[config.mk]
export PLATFORM = sky130hd
export DESIGN_NAME = multi_dds_rom_ctrl
export DESIGN_NICKNAME = d
export VERILOG_FILES = /design/src/rtl/multi_dds_rom_ctrl.sv
export SDC_FILE = /design/constraint.sdc
export NUM_CORES = 1
export LEC_CHECK = 0
export CAP_MARGIN = 20
export CORE_UTILIZATION = 35
export CTS_BUF_LIST = sky130_fd_sc_hd__clkbuf_4
export DETAILED_ROUTE_END_ITERATION = 12
export PLACE_DENSITY = 0.58
export SYNTH_ARGS = -nofsm -noshare
export SYNTH_HDL_FRONTEND = slang
export SYNTH_SLANG_ARGS = --single-unit
export TNS_END_PERCENT = 30
[constraint.sdc]
create_clock -name clk -period 7.7 [get_ports clk]
set_input_delay 1.54 -clock clk [delete_from_list [all_inputs] [get_ports clk]]
set_output_delay 1.54 -clock clk [all_outputs]
set_load 0.02 [all_outputs]
[src/rtl/multi_dds_rom_ctrl.sv]
// Time-multiplexed DDS: N_CH phase accumulators share one quarter-wave ROM port;
// ROM magnitudes are unfolded into signed full-wave samples tagged by channel.
module multi_dds_rom_ctrl #(
  parameter int N_CH    = 4,
  parameter int PHASE_W = 16,
  parameter int ADDR_W  = 12,
  parameter int DATA_W  = 7,
  parameter int ROM_LAT = 1
) (
  input  logic               clk,
  input  logic               tb_rst,
  input  logic               run,
  input  logic               phase_clr,
  input  logic [N_CH-1:0]    ch_en,
  input  logic               inc_wr,
  input  logic [2:0]         ch_sel,
  input  logic [PHASE_W-1:0] inc_data,
  output logic [ADDR_W-1:0]  rom_addr,
  input  logic [DATA_W-1:0]  rom_rd_data,
  output logic [DATA_W:0]    sample,
  output logic [2:0]         sample_ch,
  output logic               sample_valid,
  output logic               frame_done,
  output logic               busy
);

  typedef enum logic [1:0] {
    ST_IDLE  = 2'd0,
    ST_RUN   = 2'd1,
    ST_DRAIN = 2'd2
  } state_t;

  localparam logic [2:0] LAST_SLOT = 3'(N_CH - 1);

  state_t             state_r;
  state_t             state_nxt_s;
  logic [2:0]         slot_r;
  logic [PHASE_W-1:0] phase_acc_r [N_CH];
  logic [PHASE_W-1:0] inc_r [N_CH];
  logic [ROM_LAT:0]   vld_d_r;
  logic [ROM_LAT:0]   sgn_d_r;
  logic [2:0]         ch_d_r [ROM_LAT+1];

  logic               active_s;
  logic               issue_s;
  logic               last_slot_s;
  logic               cur_en_s;
  logic [PHASE_W-1:0] cur_phase_s;
  logic [ROM_LAT:0]   vld_nxt_s;
  logic               busy_nxt_s;

  // Quadrant fold: odd quadrants run the table backwards.
  function automatic logic [ADDR_W-1:0] fold_addr(input logic [PHASE_W-1:0] ph);
    logic [ADDR_W-1:0] idx;
    idx = ph[PHASE_W-3 -: ADDR_W];
    return ph[PHASE_W-2] ? ~idx : idx;
  endfunction

  // State register
  always_ff @(posedge clk or posedge tb_rst) begin
    if (tb_rst) begin
      state_r <= ST_IDLE;
    end else begin
      state_r <= state_nxt_s;
    end
  end

  // Next-state logic; DRAIN always finishes the frame before returning to IDLE
  always_comb begin
    state_nxt_s = state_r;
    case (state_r)
      ST_IDLE:  state_nxt_s = run ? ST_RUN : ST_IDLE;
      ST_RUN:   state_nxt_s = run ? ST_RUN : ST_DRAIN;
      ST_DRAIN: state_nxt_s = last_slot_s ? ST_IDLE : ST_DRAIN;
      default:  state_nxt_s = ST_IDLE;
    endcase
  end

  // Current-slot channel selection and issue qualification
  always_comb begin
    cur_phase_s = '0;
    cur_en_s    = 1'b0;
    for (int c = 0; c < N_CH; c++) begin
      cur_phase_s = (slot_r == 3'(c)) ? phase_acc_r[c] : cur_phase_s;
      cur_en_s    = (slot_r == 3'(c)) ? ch_en[c] : cur_en_s;
    end
    active_s    = (state_r == ST_RUN) || (state_r == ST_DRAIN);
    last_slot_s = (slot_r == LAST_SLOT);
    issue_s     = active_s && cur_en_s;
    vld_nxt_s   = {vld_d_r[ROM_LAT-1:0], issue_s};
    busy_nxt_s  = (state_nxt_s != ST_IDLE) || (|vld_nxt_s);
  end

  // Slot counter
  always_ff @(posedge clk or posedge tb_rst) begin
    if (tb_rst) begin
      slot_r <= 3'd0;
    end else if (state_nxt_s == ST_IDLE) begin
      slot_r <= 3'd0;
    end else if (active_s) begin
      slot_r <= last_slot_s ? 3'd0 : slot_r + 3'd1;
    end
  end

  // Phase accumulators; clearing is honoured only while idle
  always_ff @(posedge clk or posedge tb_rst) begin
    if (tb_rst) begin
      for (int c = 0; c < N_CH; c++) begin
        phase_acc_r[c] <= '0;
      end
    end else begin
      for (int c = 0; c < N_CH; c++) begin
        if ((state_r == ST_IDLE) && phase_clr) begin
          phase_acc_r[c] <= '0;
        end else if (issue_s && (slot_r == 3'(c))) begin
          phase_acc_r[c] <= phase_acc_r[c] + inc_r[c];
        end
      end
    end
  end

  // Increment registers; out-of-range channel indices match no entry
  always_ff @(posedge clk or posedge tb_rst) begin
    if (tb_rst) begin
      for (int c = 0; c < N_CH; c++) begin
        inc_r[c] <= '0;
      end
    end else begin
      for (int c = 0; c < N_CH; c++) begin
        if (inc_wr && (ch_sel == 3'(c))) begin
          inc_r[c] <= inc_data;
        end
      end
    end
  end

  // ROM address issue, tag/sign delay line and status flags
  always_ff @(posedge clk or posedge tb_rst) begin
    if (tb_rst) begin
      rom_addr   <= '0;
      vld_d_r    <= '0;
      sgn_d_r    <= '0;
      frame_done <= 1'b0;
      busy       <= 1'b0;
      for (int k = 0; k <= ROM_LAT; k++) begin
        ch_d_r[k] <= 3'd0;
      end
    end else begin
      if (issue_s) begin
        rom_addr <= fold_addr(cur_phase_s);
      end
      vld_d_r    <= vld_nxt_s;
      sgn_d_r    <= {sgn_d_r[ROM_LAT-1:0], cur_phase_s[PHASE_W-1]};
      ch_d_r[0]  <= slot_r;
      for (int k = 1; k <= ROM_LAT; k++) begin
        ch_d_r[k] <= ch_d_r[k-1];
      end
      frame_done <= active_s && last_slot_s;
      busy       <= busy_nxt_s;
    end
  end

  // Sample output: the sign applies to the zero-extended ROM magnitude
  always_ff @(posedge clk or posedge tb_rst) begin
    if (tb_rst) begin
      sample       <= '0;
      sample_ch    <= 3'd0;
      sample_valid <= 1'b0;
    end else begin
      sample_valid <= vld_d_r[ROM_LAT];
      if (vld_d_r[ROM_LAT]) begin
        sample    <= sgn_d_r[ROM_LAT] ? -{1'b0, rom_rd_data} : {1'b0, rom_rd_data};
        sample_ch <= ch_d_r[ROM_LAT];
      end
    end
  end

endmodule
==> results.md <==
Global routing:
- Summed over all layers, the global routing overflow is 0.
- The largest net degree at the start of global routing is 109.
- The global routing met1 resource utilization is 0.2343.
- The met2 track demand over resource in global routing is 0.2639.
- The total routing resource utilization after global routing is 0.1656.
- The initial antenna violation count is 3.
- The first global-routing pass estimated 36.92 mm of wire.
- In the global route stage, met3 resource usage came out at 0.02421.
- The via count of the first global-routing pass is 7,032.
- The most congested layer reported by global routing is met2.

Timing:
- In the finished design, the share of the clock period the worst path needs comes to 0.4260.
- Summed over all failing endpoints, the final setup total negative slack is 0 ns.
- The number of hold-slack violations in the final timing report is 0.
- The post-route worst setup slack is 4.420 ns.
- The worst slew margin relative to its limit is 0.3568.
- The time the worst path needs with I/O delays and setup is 3.280 ns.
- For the pin with the worst max-slew slack, the measured transition is 0.9647 ns.
- Across the routed clock network, the largest skew measured is 0.02548 ns.
- Setup violations remaining at the end of the flow were counted as 0.
- Setup repair after global routing left no endpoint under its margin.
- The achievable clock frequency is 0.3048 GHz.
- The max-slew violation count is 0.

Clock network:
- After clock tree synthesis, the setup repair step added 0 buffers.
- The number of buffers added to fix hold violations after cts is 0.
- For the worst-skew pair, the clock arrives at the later sink with an insertion delay of 0.58 ns.
- The number of buffers on the longest clock path is 2.
- TritonCTS built the clock tree.
- CTS saw 169 sinks.
- The number of buffers created by CTS is 17.
- The post-cts repair resize count is 0.
- The clock slew seen by the registers of the worst setup and hold paths is 0.15 ns.
- The H-tree was split into 4 levels.
- The root buffer cell chosen for the clock tree is clkbuf_4.

Yosys:
- The largest area contributor in the synthesized netlist is dfrtp_1.
- The share of flip-flops with an asynchronous set or reset is 1.000.
- Ranked by instance count, the synthesized netlist is headed by dfrtp_1, nand2_1, a21oi_1.
- The count of synthesis-stage warnings from yosys is 0.
- The number of synthesized register bits is 169.
- The most common cell in the synthesized netlist is dfrtp_1.
- Averaged over all synthesized cells, the footprint is 10.12 um2.
- Ranked by total cell area, the synthesized netlist is headed by dfrtp_1, ha_1, mux2_2.
- In the synthesized netlist the dominant register cell turns out to be dfrtp_1.
- The post-synthesis sequential area ratio is 0.4387.
- The top-area cell type share of the netlist area is 0.4387.
- The distinct cell type count after synthesis is 63.
- Yosys mapped a number of flops with a built-in enable equal to 0.
- The number of standard cells after synthesis is 953.
- The cell area after technology mapping is 9640 um2.
- Counting every net in the synthesized netlist gives 1,061.

Critical path:
- The startpoint type of the worst setup path is a flop.
- On the worst path, the slowest cell contributes a delay of 0.80 ns.
- The critical path data arrival time is 3.76 ns.
- The capturing element type of the critical path is a flop.
- The critical path class is reg2reg.
- Traced cell by cell, the critical path runs through inv_1, ha_1, inv_2, a311oi_2, o21ai_2, inv_2, nand2_2, and3_1, a41o_1, a211o_1.
- For this design, the slowest cell found on the critical path is ha_1.
- The kind of cell with the highest combined delay on the critical path is compound AO/OA/AOI/OAI gates.
- Data on the critical path is required at its endpoint by 8.18 ns.
- The dominant cell type by count on the critical path is inv_2.
- The critical-path maximum fanout is 24.
- The worst path buffer plus inverter count is 3.

Final layout:
- The final cell count without fillers is 1,365.
- The final net count is 1,118.
- Summing all multi-input logic gate instances after layout gives 5199 um2.
- The post-route standard cell area excluding fillers is 10,930 um2.
- The area overhead of the layout relative to synthesis is 13.42%.
- Of the cells placed in the final design, the portion with a size suffix greater than 1 is 0.1251.
- The flip-flop and latch area is 4229 um2.
- The filler cells instantiated in the layout total 2,624.

Power and ir drop:
- The power per unit of standard cell area is 300.6 nW/um2.
- Overall power consumption after layout is estimated at 3.286 mW.
- IR analysis of the VDD net gives a maximum drop of 0.0001297 V.
- For this design the static power due to leakage is 4.947 nW.

Worst hold path:
- In this run the worst hold path is classified as reg2reg.

Floorplanning:
- The total core area is 26,950 um2.
- The die height is 168.0 um.
- The floorplan step defined a die boundary enclosing 28,210 um2.
- The die outline width is 168.0 um.
- The row count is 60.
- The initial utilization of the core area, before any placement, comes to 0.3577.
- The I/O pin total is 61.

Flow run:
- Across the run, the number of max-cap violations was 0.

Place:
- Detailed placement finished with a half-perimeter wire length of 16.23 mm.
- The placement-stage worst setup slack is 3.551 ns.
- In this run the tool buffered the top-level ports with 60 buffer cells.
- The cell area after placement is 10,610 um2.
- The final RePlAce weighted congestion is 0.9061.
- In this run, placement finished with an instance count of 1,330.

Route:
- The first routing iteration left 365 violations.
- For this block, the routed nets add up to 22.20 mm of wire.
- The first TritonRoute pass finished after 5 iterations.
- The routed layout has 7,079 vias.
- The post-detailed-route wirelength per cell is 16.26 um.
- The number of nets with antenna violations after detailed routing is 0.
- Using the TritonRoute via totals, the vias-per-cell ratio works out to 5.186.
- In the routed design, unresolved DRC markers number 0.

Status:
- The flow ran to the end, and the final reports show no timing, DRC or antenna violations.
[cells by family (layout without fill, tap and decap cells)]
group	after synthesis	after routing	share of synthesized area
compound gates	262	262	0.1718
simple gates	252	252	0.1217
flops	169	169	0.4387
mux	75	75	0.08696
fa+ha+maj	73	73	0.09786
xor+xnor	67	67	0.06087
buf+inv	55	125	0.02206
other cells	0	1	0
[final timing paths]
check / start / end / slack [ns] / cells past startpoint
min in group asynchronous: tb_rst / phase_acc_r[2]$_DFFE_PP0P_ / 1.27 / 2
min reg2reg: sgn_d_r[0]$_DFF_PP0_ / sgn_d_r[1]$_DFF_PP0_ / 0.36 / 0
max reg2reg: slot_r[0]$_DFFE_PP0P_ / phase_acc_r[41]$_DFFE_PP0P_ / 4.42 / 10
min: sgn_d_r[0]$_DFF_PP0_ / sgn_d_r[1]$_DFF_PP0_ / 0.36 / 0
max: slot_r[0]$_DFFE_PP0P_ / phase_acc_r[41]$_DFFE_PP0P_ / 4.42 / 10
max in group asynchronous: tb_rst / inc_r[45]$_DFFE_PP0P_ / 5.33 / 3
[where the power goes]
| group | switching [mW] | total, mW | leakage [nW] | internal (mW) |
|---|---|---|---|---|
| Sequential | 0.162 | 1.27 | 2.18 | 1.10 |
| Clock | 0.336 | 0.529 | 0.152 | 0.194 |
| Combinational | 0.835 | 1.49 | 2.61 | 0.657 |
[metrics by stage]
stage | hold slack (ns) | utilization
2_1_floorplan | 0.3312 | -
3_3_place_gp | 0.3350 | 0.3933
3_5_place_dp | 0.3365 | 0.3937
4_1_cts | 0.3602 | 0.4040
5_1_grt | 0.3564 | 0.4057
6_report | 0.3610 | 0.4057
[area by class of cell]
type,count,area share
Antenna cell,1,0.0002289
Clock buffer,17,0.01167
Clock inverter,15,0.01385
Inverter,23,0.008353
Multi-Input combinational cell,729,0.4755
Sequential cell,169,0.3868
Tap cell,341,0.03902
Timing Repair Buffer,70,0.06465
[cells in the final DEF, fill, tap and decap left out, types with 13 or more instances in the layout]
| cell type | instances |
|---|---|
| a21o_1 | 21 |
| a21oi_1 | 92 |
| a22o_1 | 15 |
| and3_1 | 13 |
| clkbuf_4 | 17 |
| clkdlybuf4s50_1 | 60 |
| dfrtp_1 | 169 |
| ha_1 | 69 |
| inv_1 | 20 |
| mux2_2 | 70 |
| nand2_1 | 114 |
| nor2_1 | 49 |
| o21ai_0 | 63 |
| xnor2_1 | 36 |
| xor2_1 | 31 |
[layer usage]
layer  wire [um]  up-vias
met2       10220      128
met5           0        -
met1       10920     3408
li1            -     3526
met3         814       17
met4         243        0
[registers in the layout (all words and copies together) (netlist names)]
register	cells
inc_r	64
phase_acc_r	64
rom_addr	12
sample	8
ch_d_r	6
sample_ch	3
slot_r	3
sgn_d_r	2
state_r	2
vld_d_r	2
busy	1
frame_done	1
sample_valid	1
Power figures use the tool's default switching activity.
